[src/rtl/jb_ul_oran_request_dispatch.sv]
// ---------------------------------------------------------------------------
// jb_ul_oran_request_dispatch
//
// Consumer side of the UL O-RAN request FIFO. Each 24-bit request word is
// popped, range-checked and expanded into one or more PRB-burst command
// beats for the UL IQ fetch engine.
//
// Request word layout: [23:21] port, [20:17] symbol, [16:8] start_prb,
//                      [7:0] num_prb.
//
// Ports:
//   clk, rst_n         clock, asynchronous active-low reset
//   fifo_read          pop strobe to the FIFO (combinational)
//   fifo_read_data     FIFO head word, valid in the same cycle as fifo_read
//   fifo_empty         FIFO empty flag (registered inside the FIFO)
//   cmd_valid/ready    command handshake. cmd_valid rises when a beat is
//                      available; a beat transfers on a clock edge where
//                      cmd_valid & cmd_ready. While cmd_valid & ~cmd_ready
//                      every cmd_* field holds, and cmd_valid never drops
//                      without a transfer.
//   cmd_port/symbol    antenna port and symbol index of the request
//   cmd_prb/len/last   first PRB, PRB count (1..MAX_BURST) and final-beat flag
//   busy               FSM state: 0 = IDLE, 1 = ISSUE (two-state FSM)
//   err_range          one-cycle pulse when a popped request is dropped
//   req_count          accepted requests (statistics build only, else 0)
//   cmd_count          transferred beats (statistics build only, else 0)
//
// Build option: define UL_ORAN_DISPATCH_STATS_EN to build the saturating
// req_count/cmd_count counters. Without it both outputs are tied to zero.
// ---------------------------------------------------------------------------
module jb_ul_oran_request_dispatch #(
  parameter int MAX_BURST = 16,
  parameter int PRB_LIMIT = 273,
  parameter int LEN_W     = $clog2(MAX_BURST) + 1
) (
  input  logic             clk,
  input  logic             rst_n,
  output logic             fifo_read,
  input  logic [23:0]      fifo_read_data,
  input  logic             fifo_empty,
  output logic             cmd_valid,
  input  logic             cmd_ready,
  output logic [2:0]       cmd_port,
  output logic [3:0]       cmd_symbol,
  output logic [8:0]       cmd_prb,
  output logic [LEN_W-1:0] cmd_len,
  output logic             cmd_last,
  output logic             busy,
  output logic             err_range,
  output logic [15:0]      req_count,
  output logic [15:0]      cmd_count
);

  localparam logic [0:0] S_IDLE  = 1'b0;
  localparam logic [0:0] S_ISSUE = 1'b1;

  localparam logic [8:0] BURST_9  = 9'(MAX_BURST);
  localparam logic [9:0] LIMIT_10 = 10'(PRB_LIMIT);

  logic [0:0] state;
  logic [7:0] remaining;   // PRBs still to issue, including the current beat
  logic [7:0] next_rem;
  logic       hs;
  logic       pop;

  // Head-word decode
  logic [2:0] req_port;
  logic [3:0] req_sym;
  logic [8:0] req_start;
  logic [7:0] req_num;
  logic [9:0] req_end;
  logic       req_ok;

  assign {req_port, req_sym, req_start, req_num} = fifo_read_data;

  // 10-bit sum: start (max 511) + num (max 255) cannot wrap.
  assign req_end = {1'b0, req_start} + {2'b00, req_num};
  assign req_ok  = (req_num != 8'd0) && (req_sym <= 4'd13) && (req_end <= LIMIT_10);

  assign hs  = cmd_valid & cmd_ready;

  // Pop from IDLE, or on the final beat's transfer so requests run back to
  // back. Only one request is ever in flight.
  assign fifo_read = ~fifo_empty & ((state == S_IDLE) | (hs & cmd_last));
  assign pop       = fifo_read;
  assign busy      = (state != S_IDLE);

  assign next_rem = remaining - 8'(cmd_len);

  // Beat length for a given number of outstanding PRBs.
  function automatic logic [LEN_W-1:0] beat_len(input logic [7:0] rem);
    if ({1'b0, rem} > BURST_9) begin
      return LEN_W'(MAX_BURST);
    end else begin
      return LEN_W'(rem);
    end
  endfunction

  always_ff @(posedge clk or negedge rst_n) begin
    if (!rst_n) begin
      state      <= S_IDLE;
      cmd_valid  <= 1'b0;
      cmd_port   <= '0;
      cmd_symbol <= '0;
      cmd_prb    <= '0;
      cmd_len    <= '0;
      cmd_last   <= 1'b0;
      remaining  <= '0;
      err_range  <= 1'b0;
    end else begin
      err_range <= 1'b0;
      if (pop) begin
        // Covers both the pop from IDLE and the pop on a final-beat transfer.
        if (req_ok) begin
          state      <= S_ISSUE;
          cmd_valid  <= 1'b1;
          cmd_port   <= req_port;
          cmd_symbol <= req_sym;
          cmd_prb    <= req_start;
          remaining  <= req_num;
          cmd_len    <= beat_len(req_num);
          cmd_last   <= ({1'b0, req_num} <= BURST_9);
        end else begin
          state     <= S_IDLE;
          cmd_valid <= 1'b0;
          err_range <= 1'b1;
        end
      end else if (hs) begin
        if (cmd_last) begin
          state     <= S_IDLE;
          cmd_valid <= 1'b0;
        end else begin
          // The next beat starts below start+num <= PRB_LIMIT, so 9 bits hold it.
          cmd_prb   <= cmd_prb + 9'(cmd_len);
          remaining <= next_rem;
          cmd_len   <= beat_len(next_rem);
          cmd_last  <= ({1'b0, next_rem} <= BURST_9);
        end
      end
    end
  end

`ifdef UL_ORAN_DISPATCH_STATS_EN
  logic [15:0] req_cnt_q;
  logic [15:0] cmd_cnt_q;

  always_ff @(posedge clk or negedge rst_n) begin
    if (!rst_n) begin
      req_cnt_q <= '0;
      cmd_cnt_q <= '0;
    end else begin
      if (pop && req_ok && (req_cnt_q != 16'hFFFF)) begin
        req_cnt_q <= req_cnt_q + 16'd1;
      end
      if (hs && (cmd_cnt_q != 16'hFFFF)) begin
        cmd_cnt_q <= cmd_cnt_q + 16'd1;
      end
    end
  end

  assign req_count = req_cnt_q;
  assign cmd_count = cmd_cnt_q;
`else
  assign req_count = 16'd0;
  assign cmd_count = 16'd0;
`endif

endmodule

[config.mk]
export PLATFORM = sky130hd
export DESIGN_NAME = jb_ul_oran_request_dispatch
export DESIGN_NICKNAME = d
export VERILOG_FILES = /design/src/rtl/jb_ul_oran_request_dispatch.sv
export SDC_FILE = /design/constraint.sdc
export NUM_CORES = 1
export LEC_CHECK = 0
export ABC_CLOCK_PERIOD_IN_PS = 2700
export BUFFER_PORTS_ARGS = -buffer_cell sky130_fd_sc_hd__buf_2
export CAP_MARGIN = 10
export CELL_PAD_IN_SITES_DETAIL_PLACEMENT = 1
export CELL_PAD_IN_SITES_GLOBAL_PLACEMENT = 1
export CORE_MARGIN = 8
export CORE_UTILIZATION = 30
export CTS_CLUSTER_DIAMETER = 50
export DETAILED_ROUTE_END_ITERATION = 8
export PLACE_DENSITY = 0.76
export SLEW_MARGIN = 20
export SYNTH_ARGS = -nofsm -noshare
export SYNTH_HDL_FRONTEND = slang
export SYNTH_SLANG_ARGS = --single-unit
[constraint.sdc]
create_clock -name clk -period 2.7 [get_ports clk]
set_input_delay 0.27 -clock clk [delete_from_list [all_inputs] [get_ports clk]]
set_output_delay 0.27 -clock clk [all_outputs]
set_load 0.01 [all_outputs]
* Word level (Yosys, flattened, before mapping)
Index checks and enable logic that the tools add are counted.
Widths: inputs -> output; s select.
** Storage, ports and cells
- Bits in registers :: 32
- Memories :: 0
- Word-level logic and storage cells :: 58
- Output and inout bits :: 58
- Bits in latches :: 0
- Bits in writable memories :: 0
- ROM bits :: 0
** Operators by class
- Reductions and logical operators :: 9
- Bitwise logic cells :: 6
- Order comparisons :: 6
- Muxes and demuxes :: 24
- Multiply operators :: 0
- Eq/ne operators :: 2
- $add $sub $neg :: 3
- Shift-type cells :: 0
- Divide/modulo/power cells :: 0
** Operators with widths (count)
- $mux 9 :: 4
- $mux 8 :: 4
- $mux 5 :: 6
- $gt 8x5->1 const B :: 2
- $le 8x5->1 const B :: 2
- $add 9x8->10 :: 1
- $le 10x9->1 const B :: 1
- $mux 1 :: 10
- $add 9x5->9 :: 1
- $reduce_bool 8->1 :: 1
- $sub 8x5->8 :: 1
- $reduce_and 2->1 :: 3
- $le 4x4->1 const B :: 1
- $reduce_bool 2->1 :: 2
- $and 1x1->1 :: 3
- $reduce_and 3->1 :: 1
- $logic_and 1x1->1 :: 2
- $ne 2x1->1 const B :: 1
- $ne 2x2->1 const B :: 1
- $not 1->1 :: 2
- $or 1x1->1 :: 1

* Longest topological paths before layout
- Depth in word-level cells :: 6
- Gate-level depth with buffers :: 13
- Gate-level depth less buffers :: 10

* Least setup slack after synthesis
Ideal clock, no wire load.
- Path kind :: input port to flip-flop
- Start point :: input fifo_read_data[0]
- End point :: register cmd_len[0]
- Setup slack :: -400 ps
- Stages on the path :: 13
- Arrival time :: 2975 ps
- Buffers on the path :: 3
- Cell sequence :: ha_1 inv_1 fa_1 nand2b_1 a211oi_2 nor3_1 or4_1 buf_2 o32a_4 and2_4 buf_6 buf_12 mux2_4
** On the way
- Longest elaborated chain between the ends :: 5
** RTL lines
- start, declared :: line 39 : input logic [23:0] fifo_read_data,
- $add 9x8->10 or $reduce_bool 8->1 (tied branches) :: line 77, 78
- $le 10x9->1 or $logic_and 1x1->1 (tied branches) :: line 78 : assign req_ok = (req_num != 8'd0) && (req_sym <= 4'd13) && (req_end <= LIMIT_10);
- $logic_and 1x1->1 :: line 78
- $ne 2x1->1 (no source line)
- $reduce_and 3->1 (no source line)
- end signal, assigned :: line 121 : cmd_len <= beat_len(req_num);
- end signal, assigned :: line 136 : cmd_len <= beat_len(next_rem);
- end, declared :: line 46 : output logic [LEN_W-1:0] cmd_len,
Parallel ways exist; a longest one is shown, timed or not. The select of a mux whose other input is x is not followed.
A chain may end at the register's enable or synchronous reset.

* Worst setup path in the final report
- Start point :: register cmd_len[3]
- End point :: register cmd_len[0]
** On the way
- Longest elaborated chain between the ends :: 6
** RTL lines
- $sub 8x5->8 :: line 88 : assign next_rem = remaining - 8'(cmd_len);
- $gt 8x5->1 :: line 92 : if ({1'b0, rem} > BURST_9) begin
- $mux 5 :: line 92
- $mux 5 :: line 129 : if (cmd_last) begin
- $mux 5 :: line 128 : end else if (hs) begin
- $mux 5 :: line 112 : if (pop) begin
Every way passes these cells. The select of a mux whose other input is x is not followed.

==> impl_metrics.toml <==
[logic_synthesis]
synth_edf_count = 0
async_flop_share = 1.00
synth_top_area_share = 0.290
synth_largest_area_cell = "dfrtp_1"
avgSynthCellArea_um2 = 9.14
ys_ff_latch = 32
synth-compound-area-share = 0.188
synth_xor_xnor_area_share = 0.0317
yosysWarnings = 0
synth_fa_ha_area_frac = 0.103
synth_top_family_by_area = "compound AO/OA/AOI/OAI gates"
synthSimpleGateAreaFrac = 0.140
netlist_instances = 302
synth.area.mux_share = 0.109
synth.area.top_cells = "dfrtp_1 (29%), buf_4 (9.0%), ha_1 (8.2%)"
netlist_area_um2 = 2760
ys_seq_area_frac = 0.290
yosysUniqueCellTypes = 56
ys.flop_type = "dfrtp_1"

[worst_setup_path]
cp-start-kind = "register"
cpMaxStageDelayCell = "a211oi_2"
crit_required_ps = 2870
crit_chain = "inv_1 -> ha_1 -> nor2_1 -> a21oi_4 -> a211oi_2 -> xor2_2 -> nor4b_4 -> buf_4 -> a22o_1 -> mux2_4"
crit_type = "reg2reg"
end_kind = "register"
cp_top_family = "compound AO/OA/AOI/OAI gates"
r2r-start = "cmd_len[3]$_DFFE_PN0P_"
crit_buf_inv = 2
startpoint = "cmd_len[3]$_DFFE_PN0P_"
crit_path_max_fanout = 4
cp_slowest_stage_delay_ps = 480
cp_data_arrival_time_ps = 2900

[detailed_routing]
drtAntennaViolNets = 0
drc = 0
wl_per_cell_um = 18.1
wl_um = 9140
dr.pass1.iters = 4
via_per_inst = 4.90
vias = 2481
drtIter0Drc = 120

[sta]
slew_headroom = 0.485
fmax_mhz = 367
min_period_over_period = 1.01
setup_viol = 2
hold_slack_ps = 56.4
hold_viol_final = 0
tightest_slew_ps = 773
rsz0062_at_grt = "yes"
fin_ws_ps = -24.1
post-route-min-period_ps = 2720
finClkSkew_ps = 2.03
slew_violations = 0

[layout]
insertedDiodeCount = 0
areaGrowthSynthToFinish_pct = 29.2
post-route-util = 0.394
post_route_cells_drive_above_1_share = 0.380
nets = 444

[floorplan]
start_util = 0.305
dieArea_um2 = 12500
rows = 35
fp.dieH_um = 112
fp.dieW_um = 112
coreArea_um2 = 9060
top_level_ports = 86

[clocking]
cts_root_buffer = "clkbuf_8"
clock_sinks = 32
cts_made_buffers = 5
max-clock-path-buffers = 2
clk_latency_ps = 280
cts_tree = "yes"
cts_max_level = 2
postCtsHoldBufs = 0
path_clk_slew_ps = 70

[outcome]
outcome = "finished, violations left"
violations = "setup timing"

[job]
cap_violations = 0

[placement]
dp_hpwl_um = 6810
io_buffers = 53
place_congestion = 0.844

[pwr]
p_total_mw = 4.09
p_leak_nw = 1.77
ir_drop_mv = 0.353
power_density_nw_per_um2 = 1150

[grt]
groute.usage.overall = 0.136
grt.overflow.total = 0
grt_max_degree = 33
grt_pass1_vias = 2805
grt_pass1_wl_um = 13900
antenna_found_initial = 0

[worst_hold_path]
hp-class = "in2async"
==> path summary, 6_finish.rpt <==
| kind | end | slack (ps) | cells past startpoint |
|---|---|---|---|
| setup reg to reg | cmd_len[0]$_DFFE_PN0P_ | -20 | 10 |
| hold / removal | remaining[0]$_DFFE_PN0P_ | 60 | 1 |
| hold reg to reg | cmd_symbol[1]$_DFFE_PN0P_ | 510 | 1 |
| min in group clk | cmd_port[1]$_DFFE_PN0P_ | 220 | 2 |
| max in group asynchronous | cmd_len[1]$_DFFE_PN0P_ | 2110 | 1 |
| setup / recovery | cmd_len[0]$_DFFE_PN0P_ | -20 | 10 |
==> through the flow <==
stage	TNS (ps)	instance area [µm²]	setup WS (ps)	instances
after floorplan	-3460	2910	-207	333
after global placement	-5360	3300	-208	495
after global routing	-346	3570	-122	506
after detailed placement	-7540	3300	-281	495
after CTS	-20.2	3440	-20.2	502
final	-47.7	3570	-24.1	506
==> cells in the mapped netlist, drive strengths merged (3+ instances only) <==
cell and instances:
a21o 6, a22oi 4, buf 38, nor3 4, ha 18, mux2 19, nor4 3, nand2 23
mux2i 5, o21ai 11, clkbuf 5, o22a 5, a31oi 3, nand2b 3, xnor2 5, nor2 20
inv 17, fa 3, xor2 5, or3 4, dfrtp 32, nor2b 5, a211oi 5, a21oi 20
nand3 9
==> layout make-up <==
class | count | area, µm²
clock buffer | 7 | 96.3
fill | 1080 | 5500
inverter | 18 | 67.6
multi-input combinational | 242 | 1870
sequential | 32 | 802
tap | 111 | 139
timing repair buffer | 96 | 588
==> state kept, by name, indices dropped and copies added (netlist names) <==
register    cells
cmd_len         5
cmd_prb         9
busy            1
cmd_symbol      4
cmd_port        3
cmd_last        1
err_range       1
remaining       8
==> cells in the final DEF (no fill, tap or decap), types with 4 or more instances in the layout <==
cell and instances:
nor2b_1 4, nor2_1 20, inv_1 15, buf_2 53
dfrtp_1 31, a22oi_1 4, mux2_4 10, mux2_2 9
clkbuf_8 7, or3_1 4, xnor2_1 4, o21ai_0 11
nor3_1 4, nand3_1 9, a21o_1 6, nand2_1 23
conb_1 32, o22a_1 5, buf_4 43, mux2i_1 5
a21oi_1 19, ha_1 14
==> metal layers <==
layer  wire length, µm  track usage  share of wire
met5                 0            0              0
met3               438       0.0352          0.048
met4               162       0.0369          0.018
met1              3990        0.160           0.44
met2              4540        0.240           0.50
==> worst register-to-register path, delay by kind of cell (launching register included) <==
kind	cells	cell delay (ps)
compound gates	3	770
flops	1	400
fa+ha+maj	1	370
simple gates	2	290
xor+xnor	1	270
mux	1	260
buf+inv	2	250
==> repair_timing <==
action / in CTS / in global routing
endpoints found under the hold margin: 0 / 0
setup endpoints to repair: 4 / 22
cloned: 0 / 2
pin swaps: 4 / 8
gates resized for setup: 8 / 16
buffers inserted: 0 / 2
==> cell families (layout without fill, tap and decap cells) <==
group                    count (synthesis)  after routing
AO/OA/AOI/OAI                           73             73
XOR/XNOR                                10             10
adder cells (fa/ha/maj)                 21             21
buffers and inverters                   61            121
flip-flops                              32             32
multiplexers                            24             24
other                                    1             32
AND/OR/NAND/NOR                         80             82
==> where the power goes <==
| group | leakage, nW | switching (mW) | internal (mW) |
|---|---|---|---|
| registers | 0.379 | 0.212 | 0.707 |
| clock network | 0.0503 | 0.181 | 0.227 |
| logic | 1.34 | 1.44 | 1.32 |
| total | 1.77 | 1.84 | 2.25 |
Note: power is estimated with default switching activity, not from simulation.
